--- src/rtl/fp_mul_pipe.sv ---
// fp_mul_pipe: three-stage pipelined IEEE-754 binary multiplier.
// The format is parameterised by exponent and fraction width, and rounding is round-to-nearest-even.
// Operands and results use a valid/ready stream. An opaque tag travels with each operation.
// Subnormal inputs are normalised on entry. Subnormal results are flushed to signed zero.
module fp_mul_pipe #(
  parameter int EXP_W = 8,
  parameter int MAN_W = 23,
  parameter int TAG_W = 4
) (
  input  logic                 clk,
  input  logic                 rst,
  input  logic                 in_valid,
  output logic                 in_ready,
  input  logic [EXP_W+MAN_W:0] in_a,
  input  logic [EXP_W+MAN_W:0] in_b,
  input  logic [TAG_W-1:0]     in_tag,
  output logic                 out_valid,
  input  logic                 out_ready,
  output logic [EXP_W+MAN_W:0] out_res,
  output logic [TAG_W-1:0]     out_tag,
  output logic [3:0]           out_flags
);

  localparam int W    = 1 + EXP_W + MAN_W;
  localparam int EW2  = EXP_W + 2;          // signed exponent width inside the pipe
  localparam int MW1  = MAN_W + 1;          // significand width including the hidden bit
  localparam int PW   = 2 * MW1;            // full product width
  localparam int BIAS = 2**(EXP_W-1) - 1;
  localparam int EMAX = 2**EXP_W - 1;       // all-ones exponent: inf/NaN

  // Operand class after the special cases have been resolved. K_NUM takes the arithmetic path.
  typedef enum logic [1:0] {K_NUM, K_ZERO, K_INF, K_NAN} kind_e;

  function automatic kind_e classify(input logic [EXP_W-1:0] e, input logic [MAN_W-1:0] f);
    kind_e k;
    k = K_NUM;
    if (e == {EXP_W{1'b1}}) begin
      if (f == '0) k = K_INF;
      else         k = K_NAN;
    end else if (e == '0 && f == '0) begin
      k = K_ZERO;
    end
    return k;
  endfunction

  // Returns the significand with its leading one at bit MAN_W, and the matching unbiased-offset exponent.
  // A subnormal is shifted up by its leading-zero count. Its exponent becomes 1-lz, which may be negative.
  function automatic void unpack(input  logic [EXP_W-1:0]      e,
                                 input  logic [MAN_W-1:0]      f,
                                 output logic signed [EW2-1:0] eo,
                                 output logic [MAN_W:0]        mo);
    logic [MAN_W:0] m;
    int             lz;
    logic           found;
    m     = {1'b0, f};
    lz    = 0;
    found = 1'b0;
    if (e != '0) begin
      eo = {2'b00, e};
      mo = {1'b1, f};
    end else begin
      for (int i = MAN_W; i >= 0; i--) begin
        if (!found) begin
          if (m[i]) found = 1'b1;
          else      lz = lz + 1;
        end
      end
      mo = m << lz;
      eo = EW2'(1 - lz);
    end
  endfunction

  // ---------------------------------------------------------------------------
  // Pipeline control: a single global stall. The output register frees up when it is empty or being consumed.
  // ---------------------------------------------------------------------------
  logic [2:0] vld_q;          // [0]=S1 regs, [1]=S2 regs, [2]=output regs
  logic       advance;

  assign advance   = !vld_q[2] || out_ready;
  assign in_ready  = advance;
  assign out_valid = vld_q[2];

  // ---------------------------------------------------------------------------
  // S1: unpack, classify, normalise subnormals, resolve special cases
  // ---------------------------------------------------------------------------
  logic                  sa, sb;
  logic [EXP_W-1:0]      ea_f, eb_f;
  logic [MAN_W-1:0]      fa, fb;
  kind_e                 ka, kb, s1_kind_d;
  logic signed [EW2-1:0] s1_ea_d, s1_eb_d;
  logic [MAN_W:0]        s1_ma_d, s1_mb_d;

  assign {sa, ea_f, fa} = in_a;
  assign {sb, eb_f, fb} = in_b;

  // Classify both operands. NaN and inf*0 take priority over inf, and inf takes priority over zero.
  always_comb begin
    ka = classify(ea_f, fa);
    kb = classify(eb_f, fb);
    unpack(ea_f, fa, s1_ea_d, s1_ma_d);
    unpack(eb_f, fb, s1_eb_d, s1_mb_d);
    if (ka == K_NAN || kb == K_NAN ||
        (ka == K_INF && kb == K_ZERO) || (ka == K_ZERO && kb == K_INF))
      s1_kind_d = K_NAN;
    else if (ka == K_INF || kb == K_INF)
      s1_kind_d = K_INF;
    else if (ka == K_ZERO || kb == K_ZERO)
      s1_kind_d = K_ZERO;
    else
      s1_kind_d = K_NUM;
  end

  logic                  s1_sign_q;
  kind_e                 s1_kind_q;
  logic signed [EW2-1:0] s1_ea_q, s1_eb_q;
  logic [MAN_W:0]        s1_ma_q, s1_mb_q;
  logic [TAG_W-1:0]      s1_tag_q;

  // ---------------------------------------------------------------------------
  // S2: significand product and biased exponent sum
  // ---------------------------------------------------------------------------
  logic [PW-1:0]         s2_p_d;
  logic signed [EW2-1:0] s2_e_d;

  assign s2_p_d = PW'(s1_ma_q) * PW'(s1_mb_q);
  assign s2_e_d = s1_ea_q + s1_eb_q - EW2'(BIAS);

  logic                  s2_sign_q;
  kind_e                 s2_kind_q;
  logic signed [EW2-1:0] s2_e_q;
  logic [PW-1:0]         s2_p_q;
  logic [TAG_W-1:0]      s2_tag_q;

  // ---------------------------------------------------------------------------
  // S3: normalise, round to nearest even, detect range, pack
  // ---------------------------------------------------------------------------
  logic [PW-1:0]         norm;
  logic signed [EW2-1:0] e_n, e_f;
  logic                  g_bit, r_bit, s_bit, lsb, rnd_up, inx;
  logic [MAN_W+1:0]      mr;
  logic [MAN_W-1:0]      frac;
  logic [W-1:0]          res_d;
  logic [3:0]            flags_d;

  // The product of two normalised significands lies in [1,4). Align its leading one to bit PW-1.
  // Then round away the lower MAN_W+1 bits and override the arithmetic result for special and out-of-range values.
  always_comb begin
    norm    = s2_p_q[PW-1] ? s2_p_q : {s2_p_q[PW-2:0], 1'b0};
    e_n     = s2_e_q + (s2_p_q[PW-1] ? EW2'(1) : EW2'(0));
    lsb     = norm[PW-1-MAN_W];
    g_bit   = norm[PW-2-MAN_W];
    r_bit   = norm[PW-3-MAN_W];
    s_bit   = |norm[PW-4-MAN_W:0];
    rnd_up  = g_bit && (r_bit || s_bit || lsb);
    inx     = g_bit || r_bit || s_bit;
    mr      = {1'b0, norm[PW-1 -: MW1]} + (MAN_W+2)'(rnd_up);
    // A carry out of rounding means the significand became exactly 2.0, so the fraction is zero.
    e_f     = e_n + (mr[MAN_W+1] ? EW2'(1) : EW2'(0));
    frac    = mr[MAN_W+1] ? mr[MAN_W:1] : mr[MAN_W-1:0];
    res_d   = '0;
    flags_d = 4'b0000;
    case (s2_kind_q)
      K_NAN: begin
        res_d   = {1'b0, {EXP_W{1'b1}}, 1'b1, {(MAN_W-1){1'b0}}};
        flags_d = 4'b1000;
      end
      K_INF:  res_d = {s2_sign_q, {EXP_W{1'b1}}, {MAN_W{1'b0}}};
      K_ZERO: res_d = {s2_sign_q, {(EXP_W+MAN_W){1'b0}}};
      default: begin
        if (e_f >= EW2'(EMAX)) begin
          res_d   = {s2_sign_q, {EXP_W{1'b1}}, {MAN_W{1'b0}}};
          flags_d = 4'b0101;
        end else if (e_f <= EW2'(0)) begin
          res_d   = {s2_sign_q, {(EXP_W+MAN_W){1'b0}}};
          flags_d = 4'b0011;
        end else begin
          res_d   = {s2_sign_q, e_f[EXP_W-1:0], frac};
          flags_d = {3'b000, inx};
        end
      end
    endcase
  end

  logic [W-1:0]     res_q;
  logic [TAG_W-1:0] tag_q;
  logic [3:0]       flags_q;

  assign out_res   = res_q;
  assign out_tag   = tag_q;
  assign out_flags = flags_q;

  // All stages move together on advance. Data registers load only when their source stage holds a valid op.
  always_ff @(posedge clk) begin
    if (rst) begin
      vld_q     <= '0;
      s1_sign_q <= 1'b0;
      s1_kind_q <= K_NUM;
      s1_ea_q   <= '0;
      s1_eb_q   <= '0;
      s1_ma_q   <= '0;
      s1_mb_q   <= '0;
      s1_tag_q  <= '0;
      s2_sign_q <= 1'b0;
      s2_kind_q <= K_NUM;
      s2_e_q    <= '0;
      s2_p_q    <= '0;
      s2_tag_q  <= '0;
      res_q     <= '0;
      tag_q     <= '0;
      flags_q   <= '0;
    end else if (advance) begin
      vld_q <= {vld_q[1:0], in_valid};
      if (in_valid) begin
        s1_sign_q <= sa ^ sb;
        s1_kind_q <= s1_kind_d;
        s1_ea_q   <= s1_ea_d;
        s1_eb_q   <= s1_eb_d;
        s1_ma_q   <= s1_ma_d;
        s1_mb_q   <= s1_mb_d;
        s1_tag_q  <= in_tag;
      end
      if (vld_q[0]) begin
        s2_sign_q <= s1_sign_q;
        s2_kind_q <= s1_kind_q;
        s2_e_q    <= s2_e_d;
        s2_p_q    <= s2_p_d;
        s2_tag_q  <= s1_tag_q;
      end
      if (vld_q[1]) begin
        res_q   <= res_d;
        tag_q   <= s2_tag_q;
        flags_q <= flags_d;
      end
    end
  end

  // Offered operands must be fully defined.
  always_ff @(posedge clk) begin
    if (!rst && in_valid)
      assert (!$isunknown({in_a, in_b, in_tag}));
  end

endmodule

--- config.mk ---
export PLATFORM = sky130hd
export DESIGN_NAME = fp_mul_pipe
export DESIGN_NICKNAME = d
export VERILOG_FILES = /design/src/rtl/fp_mul_pipe.sv
export SDC_FILE = /design/constraint.sdc
export NUM_CORES = 2
export LEC_CHECK = 0
export BUFFER_PORTS_ARGS = -buffer_cell sky130_fd_sc_hd__buf_2
export CAP_MARGIN = 30
export CELL_PAD_IN_SITES_DETAIL_PLACEMENT = 1
export CELL_PAD_IN_SITES_GLOBAL_PLACEMENT = 2
export CORE_MARGIN = 2
export CORE_UTILIZATION = 40
export DETAILED_ROUTE_END_ITERATION = 6
export HOLD_SLACK_MARGIN = 0.1
export PLACE_DENSITY = 0.84
export SLEW_MARGIN = 20
export SYNTH_ARGS = -nofsm -noshare
export SYNTH_HDL_FRONTEND = slang
export SYNTH_SLANG_ARGS = --single-unit
--- constraint.sdc ---
create_clock -name clk -period 25.9 [get_ports clk]
set_input_delay 5.18 -clock clk [delete_from_list [all_inputs] [get_ports clk]]
set_output_delay 5.18 -clock clk [all_outputs]
set_load 0.05 [all_outputs]
Yosys cells after proc, flatten, opt, wreduce, memory -nomap -nowiden
Index checks and enable logic that the tools add are counted.

Bits in registers: 183. Input bits: 72. Logic and storage cells: 404.

Add/subtract/negate cells: 53. $mul: 1. $lt $le $gt $ge: 2. Equality and inequality tests: 11. Shifts and indexed selects: 2. Multiplexer cells: 291. Bitwise logic cells: 1. Reduce and logical (&&, ||, !) cells: 27.

Operators with widths (number): 2-to-1 mux 32 bit (138); adder 32 x 2 -> 32 bit, second input constant (46); 2-to-1 mux 1 bit (137); one-hot mux 32 bit (3 select lines) (1); left shift 23 x 32 -> 24 bit (2); 2-to-1 mux 31 bit (2); multiplier 24 x 24 -> 48 bit (1); 2-to-1 mux 24 bit (2); 2-to-1 mux 48 bit (1); logical NOT 23 bit (2); adder 24 x 1 -> 25 bit (1); 2-to-1 mux 23 bit (1); OR reduction 22 bit (1); adder 10 x 2 -> 10 bit (2); 2-to-1 mux 10 bit (2); subtractor 2 x 10 -> 10 bit, first input constant (2); equality test 8 bit, second input constant (2); logical NOT 8 bit (2); nonzero test 8 bit (2); equality test 2 bit, second input constant (6); adder 10 bit (1); >= comparator 10 x 9 -> 1 bit, second input constant (1); less-or-equal comparator 10 x 1 -> 1 bit, second input constant (1); logical OR 1 bit (10); 10 further kinds (22).

Longest topological paths before layout
Depth after elaboration: 95. Depth in mapped cells: 82.

Worst setup path before layout
Ideal clock, no wire load.

Path kind: input to register. Start point: in in_a[22]. End point: reg s1_ma_q[23]. Library setup time: 103 ps. Arrival time: 19720 ps. Required time: 25797 ps. Slack: 6076 ps. Stages: 82. Path buffers: 3. Cell sequence: clkbuf_1 > nor2_1 > ha_1 > nand2b_1 > a21oi_1 > ha_1 > a21o_1 > ha_1 > mux2i_1 > nor3_1 > nor2_1 > inv_1 > ha_1 > nand2b_1 > a31oi_1 > ha_1 > nand2_1 > nand2_1 > [... 46 more ...] > ha_1 > mux2i_1 > o21ai_0 > ha_1 > nand2_1 > or3_1 > buf_2 > nand2b_1 > nor4_1 > a2111oi_1 > and4bb_1 > a211oi_2 > or4_4 > o31ai_4 > mux2i_2 > inv_2 > a2111oi_2 > a2111oi_2.

Longest elaborated chain between the ends: 92.

RTL lines: from (decl) (line 14) `input logic [EXP_W+MAN_W:0] in_a,`; 2-to-1 mux 32 bit (line 64) `if (m[i]) found = 1'b1;`; 2-to-1 mux 32 bit (line 58) `if (e != '0) begin`; adder 32 x 2 -> 32 bit (line 65) `else lz = lz + 1;`; 2-to-1 mux 32 bit (line 64); 2-to-1 mux 32 bit (line 63) `if (!found) begin`; 2-to-1 mux 32 bit (line 58); adder 32 x 2 -> 32 bit (line 65); 2-to-1 mux 32 bit (line 64); [... 76 more ...]; 2-to-1 mux 32 bit (line 63); 2-to-1 mux 32 bit (line 58); adder 32 x 2 -> 32 bit (line 65); 2-to-1 mux 32 bit (line 64); 2-to-1 mux 32 bit (line 63); 2-to-1 mux 32 bit (line 58); left shift 23 x 32 -> 24 bit * (line 68) `mo = m << lz;`; 2-to-1 mux 24 bit * (line 58); to (signal assigned) (line 218) `s1_ma_q <= s1_ma_d;`; to (decl) (line 116) `logic [MAN_W:0] s1_ma_q, s1_mb_q;`.

Mark *: on every way between the ends. The rest lies on a longest branch, timed or not. The select of a mux whose other input is x is not followed. A chain may end at the register's enable or synchronous reset.

Worst setup path after layout
Start point: in in_a[21]. End point: reg s1_ma_q[23].

Longest elaborated chain between the ends: 89.

RTL lines (line): 2-to-1 mux 32 bit (64); 2-to-1 mux 32 bit (63); 2-to-1 mux 32 bit (58); adder 32 x 2 -> 32 bit (65); 2-to-1 mux 32 bit (64); 2-to-1 mux 32 bit (63); 2-to-1 mux 32 bit (58); adder 32 x 2 -> 32 bit (65); [... 73 more ...]; 2-to-1 mux 32 bit (63); 2-to-1 mux 32 bit (58); adder 32 x 2 -> 32 bit (65); 2-to-1 mux 32 bit (64); 2-to-1 mux 32 bit (63); 2-to-1 mux 32 bit (58); left shift 23 x 32 -> 24 bit * (68); 2-to-1 mux 24 bit * (58).

Marked as above.

==> impl_metrics.csv <==
group,metric,value,unit
floorplan,die_area,0.0935,mm^2
synth,synth_top_cell_by_area,"fa_1",
clock_tree,cts_hold_buf,0,
critical_path,r2r_start,"s1_ma_q[8]$_SDFFE_PP0P_",
clock_tree,clkTransAtPathRegs,0.07,ns
clock_tree,post_cts_buffers,0,
pwr,leakage,17.5,nW
clock_tree,cts_buffer_depth,2,
synth,ys_seq_area_frac,0.101,
synth,syn-instance-count,4622,
final_layout,fin_cells,5736,
timing,tns,0,ns
pwr,pwr-share-seq,0.225,
clock_tree,htreeDepth,4,
final_layout,final_nets,5336,
timing,whs,0.455,ns
run,maxCapViolCount,0,
clock_tree,clock_latency,0.49,ns
min_path,hold_path.class,"reg2reg",
timing,min_period,21.78,ns
timing,finalSetupViolCount,0,
synth,synthTopCellsByArea,"fa_1 (27%), dfxtp_1 (10%), ha_1 (8.1%)",
drt,wl_per_cell,21.3,um
critical_path,crit_path_top_delay_cell,"o21ai_0",
min_path,min_from,"s2_p_q[19]$_SDFFE_PP0P_",
drt,firstDrtPassIters,5,
pwr,netSwitchingPower,0.000740,W
clock_tree,cts-root-buf,"clkbuf_16",
timing,slew_violations,0,
clock_tree,cts_resized,0,
final_layout,areaGrowthSynthToFinish,5.83,%
clock_tree,numCtsBuffers,17,
drt,wl,122000,um
place,hpwl,92900,um
place,dpl_worst_slack,3.77,ns
floorplan,die_w,306,um
synth,async_flop_share,0,
clock_tree,cts_tree,"done",
drt,drtAntennaViolNets,0,
global_route,grt_overflow_total,0,
global_route,grt_pass1_wl,196000,um
timing,clock.fmax,45.9,MHz
synth,ys_types,124,
drt,drt_iter0_drc,2019,
drt,drc,0,
timing,setup_slack,4.12,ns
synth,syn_avg_cell_area,7.88,um^2
critical_path,crit_arrival,22.17,ns
critical_path,end_kind,"flip-flop",
place,gp_congestion,0.908,
min_path,min_to,"s2_p_q[19]$_SDFFE_PP0P_",
pwr,switching_share,0.480,
clock_tree,cts_sinks,183,
place,dp.cells,5701,
timing,post-route-period-util,0.841,
critical_path,reg2reg_depth,30,
timing,tightest_slew,1.01,ns
synth,synth_edf_count,0,
synth,syn-cell-area,0.0364,mm^2
floorplan,ioPinCount,114,
critical_path,ff2ff_setup_slack,16.15,ns
global_route,grt_usage,0.264,
pwr,p_int,0.000801,W
place,portBuffers,113,
synth,syn-num-nets,5413,
synth,synth_ff_type,"dfxtp_1",
timing,rsz0062_at_grt,"false",
global_route,antenna_found_initial,5,
global_route,grt_max_degree,108,
synth,synth_warnings,0,
final_layout,final_layout_size_suffix_gt1_frac,0.0768,
timing,hold_viol_final,0,
synth,synth_top_area_frac,0.266,
timing,slew_headroom,0.318,
drt,num_vias,32500,
timing,clock_skew,0.0119,ns
critical_path,path_max_fanout,12,
synth,ys_seq_elements,183,
pwr,clockPowerShare,0.181,
min_path,min_path_cells,2,
floorplan,die_h,306,um
critical_path,r2r_end,"s2_p_q[47]$_SDFFE_PP0P_",
floorplan,num_rows,110,
pwr,vdd_ir_drop_max,0.0590,mV
pwr,combPwrFrac,0.594,
drt,viasPerCell,5.67,
pwr,power_density,39.9,mW/mm^2
floorplan,initial_core_util,0.404,
floorplan,coreArea,0.0901,mm^2
critical_path,cp_slowest_stage_delay,0.60,ns
critical_path,worstPathRequired,26.29,ns
critical_path,cp-start-kind,"input port",
critical_path,path_common_cell,"ha_1",
critical_path,path_class,"in2reg",
run_status,outcome,"finished, final reports clean",
global_route,grt_pass1_vias,34300,
==> layout by cell type (no fill, tap or decap), drive strengths merged, types with 49 or more instances in the layout <==
cell / Yosys / final
nand2: 751 / 751
xnor2: 126 / 126
nor2: 324 / 324
nor3: 98 / 98
o21ai: 152 / 152
dfxtp: 183 / 183
a21oi: 256 / 256
inv: 573 / 578
buf: 41 / 182
nand3: 107 / 107
fa: 484 / 484
nand4: 49 / 49
and2: 233 / 233
ha: 235 / 235
mux2i: 85 / 85
a211oi: 61 / 61
==> cell usage after synthesis (9+ instances only) <==
master      n
ha_1      235
o21a_1     15
xnor2_2    12
mux2_2     31
nand3_1   104
nor3_1     95
nor4_1     33
fa_1      484
xor2_1     40
or4_1      10
xnor2_1   111
nor2_1    322
mux2i_1    83
buf_2      18
xnor3_1    13
or2_2      14
inv_1     571
a22oi_1    12
a311oi_1   20
and2_1    230
and3_1     33
nor2b_1    34
clkbuf_1  237
nand4_1    49
o211ai_1   18
a32oi_1     9
a221oi_1   15
a31oi_1    17
a211oi_1   58
o21bai_1   14
or3_1      26
a21o_1     32
buf_1      17
o21ai_0   145
dfxtp_1   183
a21oi_1   254
o22ai_1    21
nand2_1   750
nand2b_1   26
nand3b_1   10
o31ai_1    13
nor3b_1    12
==> power groups by stage <==
stage	Clock [W]	Sequential [W]	Combinational, W
3_5_place_dp	0	0.000352	0.000914
3_3_place_gp	0	0.000351	0.000893
2_1_floorplan	0	0.000332	0.000654
4_1_cts	0.000287	0.000345	0.000922
5_1_grt	0.000297	0.000349	0.00103
6_report	0.000279	0.000346	0.000915
==> metrics by stage <==
stage,total power (W),area (um^2),util
global route,0.00168,38600,0.428
floorplan,0.000986,36400,-
CTS,0.00155,38600,0.428
detailed placement,0.00127,37900,0.421
finish,0.00154,38600,0.428
global placement,0.00124,37900,0.421
==> cell type report <==
cell class | count | area (um^2)
antenna | 2 | 5.00
clock buffer | 19 | 453
clock inverter | 13 | 160
fill | 11000 | 51600
inverter | 575 | 2160
multi-input combinational | 3586 | 29600
sequential | 183 | 3680
tap | 1176 | 1470
timing repair buffer | 182 | 1090
==> routing by layer <==
| layer | routed length [um] | share of wire | GRT usage | up-vias |
|---|---|---|---|---|
| li1 | - | - | - | 15000 |
| met4 | 3030 | 0.025 | 0.0707 | 0 |
| met2 | 58300 | 0.48 | 0.445 | 713 |
| met5 | 0 | 0 | 0 | - |
| met1 | 55600 | 0.45 | 0.362 | 16700 |
| met3 | 5480 | 0.045 | 0.0244 | 154 |
==> worst max-delay path by stage <==
stage | to | cells after the start | slack (ns) | from
5_1_grt | s1_ma_q[23]$_SDFFE_PP0P_ | 81 | 2.85 | in_a[21]
3_3_place_gp | s1_ma_q[23]$_SDFFE_PP0P_ | 81 | 4.29 | in_a[21]
6_report | s1_ma_q[23]$_SDFFE_PP0P_ | 81 | 4.12 | in_a[21]
4_1_cts | s1_ma_q[23]$_SDFFE_PP0P_ | 81 | 4.27 | in_a[21]
2_1_floorplan | s1_ma_q[23]$_SDFFE_PP0P_ | 82 | 6.08 | in_a[22]
3_5_place_dp | s1_ma_q[23]$_SDFFE_PP0P_ | 81 | 3.77 | in_a[21]
==> state kept, by name (all words and copies together) (netlist names) <==
name,flops
out_flags,4
out_res,32
s1_eb_q,10
s1_sign_q,1
s2_e_q,10
s2_kind_q,2
s1_ma_q,24
vld_q,3
s1_kind_q,2
s2_p_q,48
s1_ea_q,10
s1_tag_q,4
s2_tag_q,4
out_tag,4
s1_mb_q,24
s2_sign_q,1
==> logic make-up (layout without fill, tap and decap cells) <==
family	count (synthesis)	count (layout)	share of synthesized area
AND/OR/NAND/NOR	1797	1797	0.235
buffers and inverters	853	789	0.0894
AO/OA/AOI/OAI	760	760	0.137
adder cells (fa/ha/maj)	725	725	0.348
XOR/XNOR	185	185	0.0555
flip-flops	183	183	0.101
multiplexers	119	119	0.0346
other	0	2	0
==> worst max-delay path, delay by kind of cell <==
| family | cells | cell delay (ns) |
|---|---|---|
| AOI/OAI and AO/OA | 19 | 3.09 |
| buffers and inverters | 6 | 0.67 |
| muxes | 11 | 2.45 |
| adders and majority gates | 20 | 6.74 |
| and+or+nand+nor | 25 | 4.08 |
(Power assumes the default switching activity.)
